## src/rtl/sseg_pkg.sv

```systemverilog
// Shared constants, types and helpers for the seven-segment scan driver.
package sseg_pkg;

    localparam logic [7:0] SSEG_BLANK = 8'hFF;
    localparam logic [3:0] ANODE_OFF  = 4'hF;
    localparam int         NUM_DIGITS = 4;

    typedef logic [1:0] digit_idx_t;
    typedef logic [3:0] bright_t;

    // Frame-synchronous copy of everything that shapes the picture.
    typedef struct packed {
        logic [NUM_DIGITS-1:0][7:0] pat;
        logic [NUM_DIGITS-1:0]      blank;
        bright_t                    bright;
    } shadow_t;

    localparam shadow_t SHADOW_RST = '{
        pat:    {NUM_DIGITS{SSEG_BLANK}},
        blank:  ANODE_OFF,
        bright: 4'd0
    };

    function automatic logic [3:0] anode_sel(input digit_idx_t idx);
        logic [3:0] a;
        a      = ANODE_OFF;
        a[idx] = 1'b0;
        return a;
    endfunction

endpackage

```

## src/rtl/sseg_slot_timer.sv

```systemverilog
// Slot counter and digit selector; derives the per-cycle timing qualifiers.
module sseg_slot_timer
    import sseg_pkg::*;
#(
    parameter int PRESCALE_W  = 18,
    parameter int DEAD_CYCLES = 4
) (
    input  logic       clk,
    input  logic       reset_n,
    input  logic       enable_i,
    input  bright_t    bright_i,
    output digit_idx_t sel_o,
    output logic       wrap_o,
    output logic       frame_boundary_o,
    output logic       in_dead_o,
    output logic       duty_on_o
);

    localparam logic [PRESCALE_W-1:0] DEAD_LIM = PRESCALE_W'(DEAD_CYCLES);

    logic [PRESCALE_W-1:0] cnt_q, cnt_d;
    digit_idx_t            sel_q, sel_d;

    assign wrap_o           = (cnt_q == '1);
    assign frame_boundary_o = wrap_o && (sel_q == 2'd3);
    assign in_dead_o        = (cnt_q < DEAD_LIM);
    // The top four counter bits split the slot into 16 equal brightness steps.
    assign duty_on_o        = (cnt_q[PRESCALE_W-1 -: 4] <= bright_i);
    assign sel_o            = sel_q;

    always_comb begin
        cnt_d = '0;
        sel_d = '0;
        if (enable_i) begin
            cnt_d = cnt_q + 1'b1;
            sel_d = wrap_o ? sel_q + 1'b1 : sel_q;
        end
    end

    always_ff @(posedge clk or negedge reset_n) begin
        if (!reset_n) begin
            cnt_q <= '0;
            sel_q <= '0;
        end else begin
            cnt_q <= cnt_d;
            sel_q <= sel_d;
        end
    end

endmodule

```

## src/rtl/sseg_scan_driver.sv

```systemverilog
// Four-digit common-anode scan driver with frame-latched inputs, blanking,
// 16-level PWM brightness and inter-digit dead time.
module sseg_scan_driver
    import sseg_pkg::*;
#(
    parameter int PRESCALE_W  = 18,
    parameter int DEAD_CYCLES = 4
) (
    input  logic       clk,
    input  logic       reset_n,
    input  logic [7:0] in0,
    input  logic [7:0] in1,
    input  logic [7:0] in2,
    input  logic [7:0] in3,
    input  logic [3:0] blank,
    input  logic [3:0] bright,
    input  logic       enable,
    output logic [3:0] anode,
    output logic [7:0] cathode,
    output logic       frame_tick
);

    shadow_t    shadow_q, shadow_d;
    logic [3:0] anode_q, anode_d;
    logic [7:0] cathode_q, cathode_d;
    logic       frame_tick_q, frame_tick_d;

    digit_idx_t sel;
    logic       frame_boundary, in_dead, duty_on, digit_on;
    // Slot wrap is part of the timer's interface; only the frame edge matters here.
    logic       unused_wrap;

    sseg_slot_timer #(
        .PRESCALE_W  (PRESCALE_W),
        .DEAD_CYCLES (DEAD_CYCLES)
    ) u_timer (
        .clk              (clk),
        .reset_n          (reset_n),
        .enable_i         (enable),
        .bright_i         (shadow_q.bright),
        .sel_o            (sel),
        .wrap_o           (unused_wrap),
        .frame_boundary_o (frame_boundary),
        .in_dead_o        (in_dead),
        .duty_on_o        (duty_on)
    );

    assign digit_on = enable && !shadow_q.blank[sel] && !in_dead && duty_on;

    always_comb begin
        shadow_d = shadow_q;
        // While disabled the shadows track the inputs so a restart shows fresh data.
        if (!enable || frame_boundary) begin
            shadow_d.pat    = {in3, in2, in1, in0};
            shadow_d.blank  = blank;
            shadow_d.bright = bright;
        end
        anode_d      = digit_on ? anode_sel(sel)      : ANODE_OFF;
        cathode_d    = digit_on ? shadow_q.pat[sel]   : SSEG_BLANK;
        frame_tick_d = enable && frame_boundary;
    end

    always_ff @(posedge clk or negedge reset_n) begin
        if (!reset_n) begin
            shadow_q     <= SHADOW_RST;
            anode_q      <= ANODE_OFF;
            cathode_q    <= SSEG_BLANK;
            frame_tick_q <= 1'b0;
        end else begin
            shadow_q     <= shadow_d;
            anode_q      <= anode_d;
            cathode_q    <= cathode_d;
            frame_tick_q <= frame_tick_d;
        end
    end

    assign anode      = anode_q;
    assign cathode    = cathode_q;
    assign frame_tick = frame_tick_q;

endmodule

```

## config.mk

```make
export PLATFORM = sky130hd
export DESIGN_NAME = sseg_scan_driver
export DESIGN_NICKNAME = d
export VERILOG_FILES = /design/src/rtl/sseg_pkg.sv /design/src/rtl/sseg_slot_timer.sv /design/src/rtl/sseg_scan_driver.sv
export SDC_FILE = /design/constraint.sdc
export NUM_CORES = 1
export LEC_CHECK = 0
export ABC_AREA = 1
export CAP_MARGIN = 25
export CORE_ASPECT_RATIO = 0.5
export CORE_MARGIN = 10
export CORE_UTILIZATION = 54
export CTS_CLUSTER_DIAMETER = 40
export DETAILED_ROUTE_END_ITERATION = 8
export GPL_ROUTABILITY_DRIVEN = 1
export PLACE_DENSITY = 0.87
export SYNTH_ARGS = -nofsm -noshare
export SYNTH_HDL_FRONTEND = slang
export SYNTH_SLANG_ARGS = --single-unit
export TNS_END_PERCENT = 100
```

## constraint.sdc

```tcl
create_clock -name clk -period 1.8 [get_ports clk]
set_clock_uncertainty 0.05 [all_clocks]
set_input_delay 0.54 -clock clk [delete_from_list [all_inputs] [get_ports clk]]
set_output_delay 0.54 -clock clk [all_outputs]
set_load 0.02 [all_outputs]
```

# Yosys cells after proc, flatten, opt, wreduce, memory -nomap -nowiden
# Cells that the tools add are included.
dict set report totals {
  out_inout_bits 13
  regBits 73
  wordCells 42
  in_bits 43
}
dict set report op_classes {
  n_lt_le_gt_ge 4
  reduce_logical 10
  n_addsub 2
  n_eq_ne 3
  n_mux 11
  n_bitwise 1
}
# cell n
set op_table {}
lappend op_table {{adder 18 x 1 -> 18 bit, second input constant} 1}
lappend op_table {{== test 18 bit, second input constant} 1}
lappend op_table {{< comparator 18 x 3 -> 1 bit, second input constant} 1}
lappend op_table {{two-way mux 18 bit} 1}
lappend op_table {{binary-select mux 8 bit (select 2 bit)} 1}
lappend op_table {{two-way mux 8 bit} 2}
lappend op_table {{logical AND 1 bit} 6}
lappend op_table {{less-or-equal comparator 4 bit} 1}
lappend op_table {{two-way mux 2 bit} 2}
lappend op_table {{two-way mux 4 bit} 1}
lappend op_table {{inverter 4 bit} 1}
lappend op_table {{logical NOT 1 bit} 3}
lappend op_table {{< comparator 2 x 3 -> 1 bit, second input constant} 1}
lappend op_table {{adder 2 x 1 -> 2 bit, second input constant} 1}
lappend op_table {{binary-select mux 1 bit (select 2 bit)} 1}
lappend op_table {{demux 1 bit (select 2 bit)} 1}
lappend op_table {{== test 2 bit, second input constant} 1}
lappend op_table {{greater-or-equal comparator 2 x 1 -> 1 bit, second input constant} 1}
lappend op_table {{two-way mux 1 bit} 2}
lappend op_table {{!= test 2 x 1 -> 1 bit, second input constant} 1}
lappend op_table {{logical OR 1 bit} 1}

# Longest topological paths before layout
dict set report depth {
  ltp_word 7
  depth_mapped 10
  ltp_nobuf 9
}

# By module
# From an unflattened synthesis, not the netlist that was laid out.
dict set report unflattened {
  cells_unflattened 425
  hier_area_um2 3574.7
}
# mod cells_each instances area_each_um2 seq_area_each_um2
set by_module_without_submodules {}
lappend by_module_without_submodules {sseg_scan_driver 261 1 2333.5 1386.3}
lappend by_module_without_submodules {sseg_slot_timer 164 1 1241.2 500.5}

# Worst setup path after synthesis
# No wires, ideal clock.
dict set report synth_path {
  path_kind {register to register}
  from {register u_timer.cnt_q[0]}
  to {register shadow_q[1] (netlist name)}
  synth_period_minus_slack_ns 1.519
  path_stages_with_launch 10
  path_slack_ns 0.281
  n_path_buf 1
  arrival_ns 1.352
  setup_time_ns 0.117
  cell_sequence {dfrtp_1 -> ha_1 -> nand2_1 -> nor2_1 -> nand2_2 -> nor2_4 -> nand3_4 -> buf_2 -> nand3_1 -> nand2_1}
}
dict set report synth_via {
  elab_chain_len 3
}
# item line
set synth_lines {}
lappend synth_lines {{start: declaration} sseg_slot_timer.sv:21} ;# logic [PRESCALE_W-1:0] cnt_q, cnt_d;
lappend synth_lines {{start signal: assignment} sseg_slot_timer.sv:45} ;# cnt_q <= cnt_d;
lappend synth_lines {{== test 18 bit} sseg_slot_timer.sv:24} ;# assign wrap_o = (cnt_q == '1);
lappend synth_lines {{logical AND 1 bit} sseg_slot_timer.sv:25} ;# assign frame_boundary_o = wrap_o && (sel_q == 2'd3);
lappend synth_lines {{logical OR 1 bit} sseg_scan_driver.sv:53} ;# if (!enable || frame_boundary) begin
lappend synth_lines {{end signal: assignment} sseg_scan_driver.sv:70} ;# shadow_q <= shadow_d;
lappend synth_lines {{end: declaration} sseg_scan_driver.sv:23} ;# shadow_t shadow_q, shadow_d;
# No other way between the ends.
# A chain may end at the register's enable or synchronous reset.

# Worst setup path in the final report
dict set report layout_path {
  from {register u_timer.sel_q[0], in the netlist u_timer.sel_o[0]}
  to {register cathode_q[0], in the netlist cathode[0]}
}
dict set report layout_via {
  elab_chain_len 7
}
# item line
set layout_lines {}
lappend layout_lines {{start: declaration} sseg_slot_timer.sv:22} ;# digit_idx_t sel_q, sel_d;
lappend layout_lines {{start signal: assignment} sseg_slot_timer.sv:46} ;# sel_q <= sel_d;
lappend layout_lines {{binary-select mux 1 bit (select 2 bit)} sseg_scan_driver.sv:48} ;# assign digit_on = enable && !shadow_q.blank[sel] && !in_dead && duty_on;
lappend layout_lines {{two-way mux 1 bit (not written as such)} sseg_scan_driver.sv:48}
lappend layout_lines {{logical NOT 1 bit} sseg_scan_driver.sv:48}
lappend layout_lines {{logical AND 1 bit (3 in series)} sseg_scan_driver.sv:48}
lappend layout_lines {{two-way mux 8 bit *} sseg_scan_driver.sv:59} ;# cathode_d = digit_on ? shadow_q.pat[sel] : SSEG_BLANK;
lappend layout_lines {{net cathode_d[0]} sseg_scan_driver.sv:25} ;# logic [7:0] cathode_q, cathode_d;
lappend layout_lines {{end signal: assignment} sseg_scan_driver.sv:72} ;# cathode_q <= cathode_d;
lappend layout_lines {{end: declaration} sseg_scan_driver.sv:25}
# The timed path passes the listed nets; every way through them passes the cells marked *. The select of a mux whose other input is x is not followed.

==> flow_summary.yaml <==
run_status:
  status: "finished, violations left"
  violations: "negative setup slack"
place:
  gp_congestion: 0.851
  portBuffers: 55
  dpl.hpwl_um: 6040
  placed_area_sq_um: 4260
global_route:
  grt_pass1_wl_um: 15200
  grtUsageTotal: 0.176
  grt_busiest_layer: "met2"
  grt_start_max_net_pins: 61
  overflow: 0
  antenna_found_initial: 0
  grt_use_met3: 0.0585
  gr-usage-met2: 0.294
  grtUsageMet1: 0.211
  grt_pass1_vias: 3247
critical_path:
  reg2reg_slack_ns: -0.13
  critPathKind: "reg -> reg"
  crit_path_max_fanout: 11
  path_cells: "clkinvlp_4 > o21ai_0 > o21ai_0 > nor2_1 > buf_4 > nand4_1"
  crit_top_cell: "o21ai_0"
  crit_path_top_delay_cell: "dfrtp_1"
  start_kind: "flop"
  required_ns: 1.96
  arrival_ns: 2.09
  critPathCaptureType: "flop"
  cpPeakStageDelay_ns: 0.53
synthesis:
  async_flop_share: 1.00
  synth_area_per_cell_sq_um: 8.14
  synth_edf_count: 0
  syn_nets: 496
  synthesis.area_sq_um: 3610
  synthTopCellsByArea: "dfstp_2, dfrtp_1, nand2_1"
  yosysMostFrequentCell: "nand2_1"
  synth_top_cell_by_area: "dfstp_2"
  ys_seq_elements: 73
  ys_seq_area_frac: 0.522
  netlist_top_cells_count: "nand2_1, nor2_1, nand3_1"
  synth_top_area_frac: 0.349
  syn_inst: 444
  synthFlopType: "dfstp_2"
  yosysUniqueCellTypes: 24
  ys_warn_count: 0
cells_and_area:
  drive_gt1_frac: 0.179
  seq_area_sq_um: 1890
  fillers: 444
  antenna_cells: 0
  multi_input_area_sq_um: 1520
  fin_area_sq_um: 4650
  nets: 562
  area_growth_pct: 28.6
cts:
  clockRootBuffer: "clkbuf_16"
  clockBufferDepth: 2
  cts_made_buffers: 9
  cts.clk_slew.worst_paths_ns: 0.06
  cts_tree: "yes"
  cts.htree.levels: 3
  clock_sinks: 73
  clk-insertion-delay-late_ns: 0.34
timing:
  setup_viol_count_final: 11
  tns_ns: -0.910
  min_period_ns: 1.93
  fmax_mhz: 519
  hold_violations: 0
  max-slew-margin-rel: 0.634
  tightestPinTransition_ns: 0.548
  period_share: 1.07
  slew_violations: 0
  worst_slack_ns: -0.127
floorplan:
  floorplan.initialDensity: 0.575
  ios: 56
  die_x_um: 136
  die_h_um: 77.8
  fp.coreArea_sq_um: 6280
  dieArea_sq_um: 10600
  core.rowCount: 20
routing:
  drtIter0Drc: 373
  wl_um: 10100
  dr.pass1.iters: 6
  wl_per_cell_um: 16.8
  drc: 0
  route.vias.total: 3332
  ant_nets: 0
  via_per_inst: 5.53
power:
  p_int_uw: 2930
  swShare: 0.236
  power.ir.vdd_worst_mv: 0.608
  leakagePower_uw: 0.00210
  combPwrFrac: 0.102
  clockPowerShare: 0.416
  power_density_nw_per_um2: 824
  p_seq_frac: 0.481
  p_switching_uw: 904
job:
  maxCapViolCount: 0
min_path:
  min_path_type: "in -> async"
[critical path, delay by kind of cell, from the launching register on]
family	cells	cell delay [ns]
simple gates	2	0.36
compound gates	2	0.44
buf+inv	2	0.41
flops	1	0.53
[area by class of cell]
cell class | count | area share
clock buffers | 14 | 0.0547
flip-flops and latches | 73 | 0.406
repair buffers | 76 | 0.160
clock inverters | 1 | 0.00108
multi-input cells | 318 | 0.328
inverters | 32 | 0.0267
well taps | 88 | 0.0237
[power groups by stage]
stage               sequential [uW]  clock [uW]  combinational, uW
global placement               1860           0                361
global route                   1850        1690                440
CTS                            1840        1620                377
finish                         1840        1590                392
floorplan                      1850           0                191
detailed placement             1860           0                374
[timing repair]
item / CTS / global route
hold buffers: 0 / 0
resized for setup: 15 / 10
pin swaps: 0 / 2
setup endpoints to repair: 53 / 55
cloned: 0 / 3
setup buffers: 0 / 6
[metal layers]
metal	part of all wire	vias up
li1	-	1575
met1	0.40	1577
met2	0.50	163
met3	0.080	17
met4	0.020	0
met5	0	-
[per-stage QoR]
step	total power [uW]	utilization	hold slack, ns	instances	setup WS (ns)
2_1_floorplan	2040	-	0.194	444	0.281
3_3_place_gp	2220	0.677	0.392	578	0.0614
3_5_place_dp	2230	0.677	0.403	578	-0.0212
4_1_cts	3840	0.718	0.309	593	0.00752
5_1_grt	3990	0.740	0.335	602	-0.196
6_report	3830	0.740	0.306	602	-0.127
[state kept, by name (all words and copies together) (netlist names)]
register	cells
u_timer.cnt_q	18
cathode	8
anode	4
u_timer.sel_o	2
frame_tick	1
shadow_q	40
[cells in the final DEF, fill, tap and decap left out, types with 5 or more instances in the layout]
cell type and instances:
dlygate4sd2_1 8, buf_4 17, a21oi_1 12, o21ai_0 33, clkbuf_16 10, nand2_1 119
ha_1 9, dfstp_2 48, nand4_1 17, dfrtp_1 25, nand3_1 49, nor2_1 60
inv_1 30, clkdlybuf4s50_1 40, clkdlybuf4s15_1 5, nor3_1 8
[path summary, 6_finish.rpt]
| check | start | to | depth (start not counted) |
|---|---|---|---|
| max | u_timer.sel_o[0]$_DFFE_PN0P_ | cathode[0]$_DFF_PN1_ | 6 |
| min | reset_n | shadow_q[37]$_DFFE_PN1P_ | 1 |
| max reg2reg | u_timer.sel_o[0]$_DFFE_PN0P_ | cathode[0]$_DFF_PN1_ | 6 |
| min reg2reg | u_timer.cnt_q[0]$_DFF_PN0_ | u_timer.cnt_q[0]$_DFF_PN0_ | 1 |
| max in group asynchronous | reset_n | anode[1]$_DFF_PN1_ | 2 |
| min in group clk | u_timer.cnt_q[0]$_DFF_PN0_ | u_timer.cnt_q[0]$_DFF_PN0_ | 1 |
[logic make-up (layout without fill, tap and decap cells)]
group                      Yosys count  after routing  synth area share
xor gates and xnor gates             1              1           0.00242
AOI/OAI and AO/OA                   46             46            0.0644
DFF                                 73             73             0.522
buffers and inverters               55            123            0.0682
adders and majority gates            9              9            0.0312
and+or+nand+nor                    260            262             0.312
Note: power is estimated with default switching activity, not from simulation.
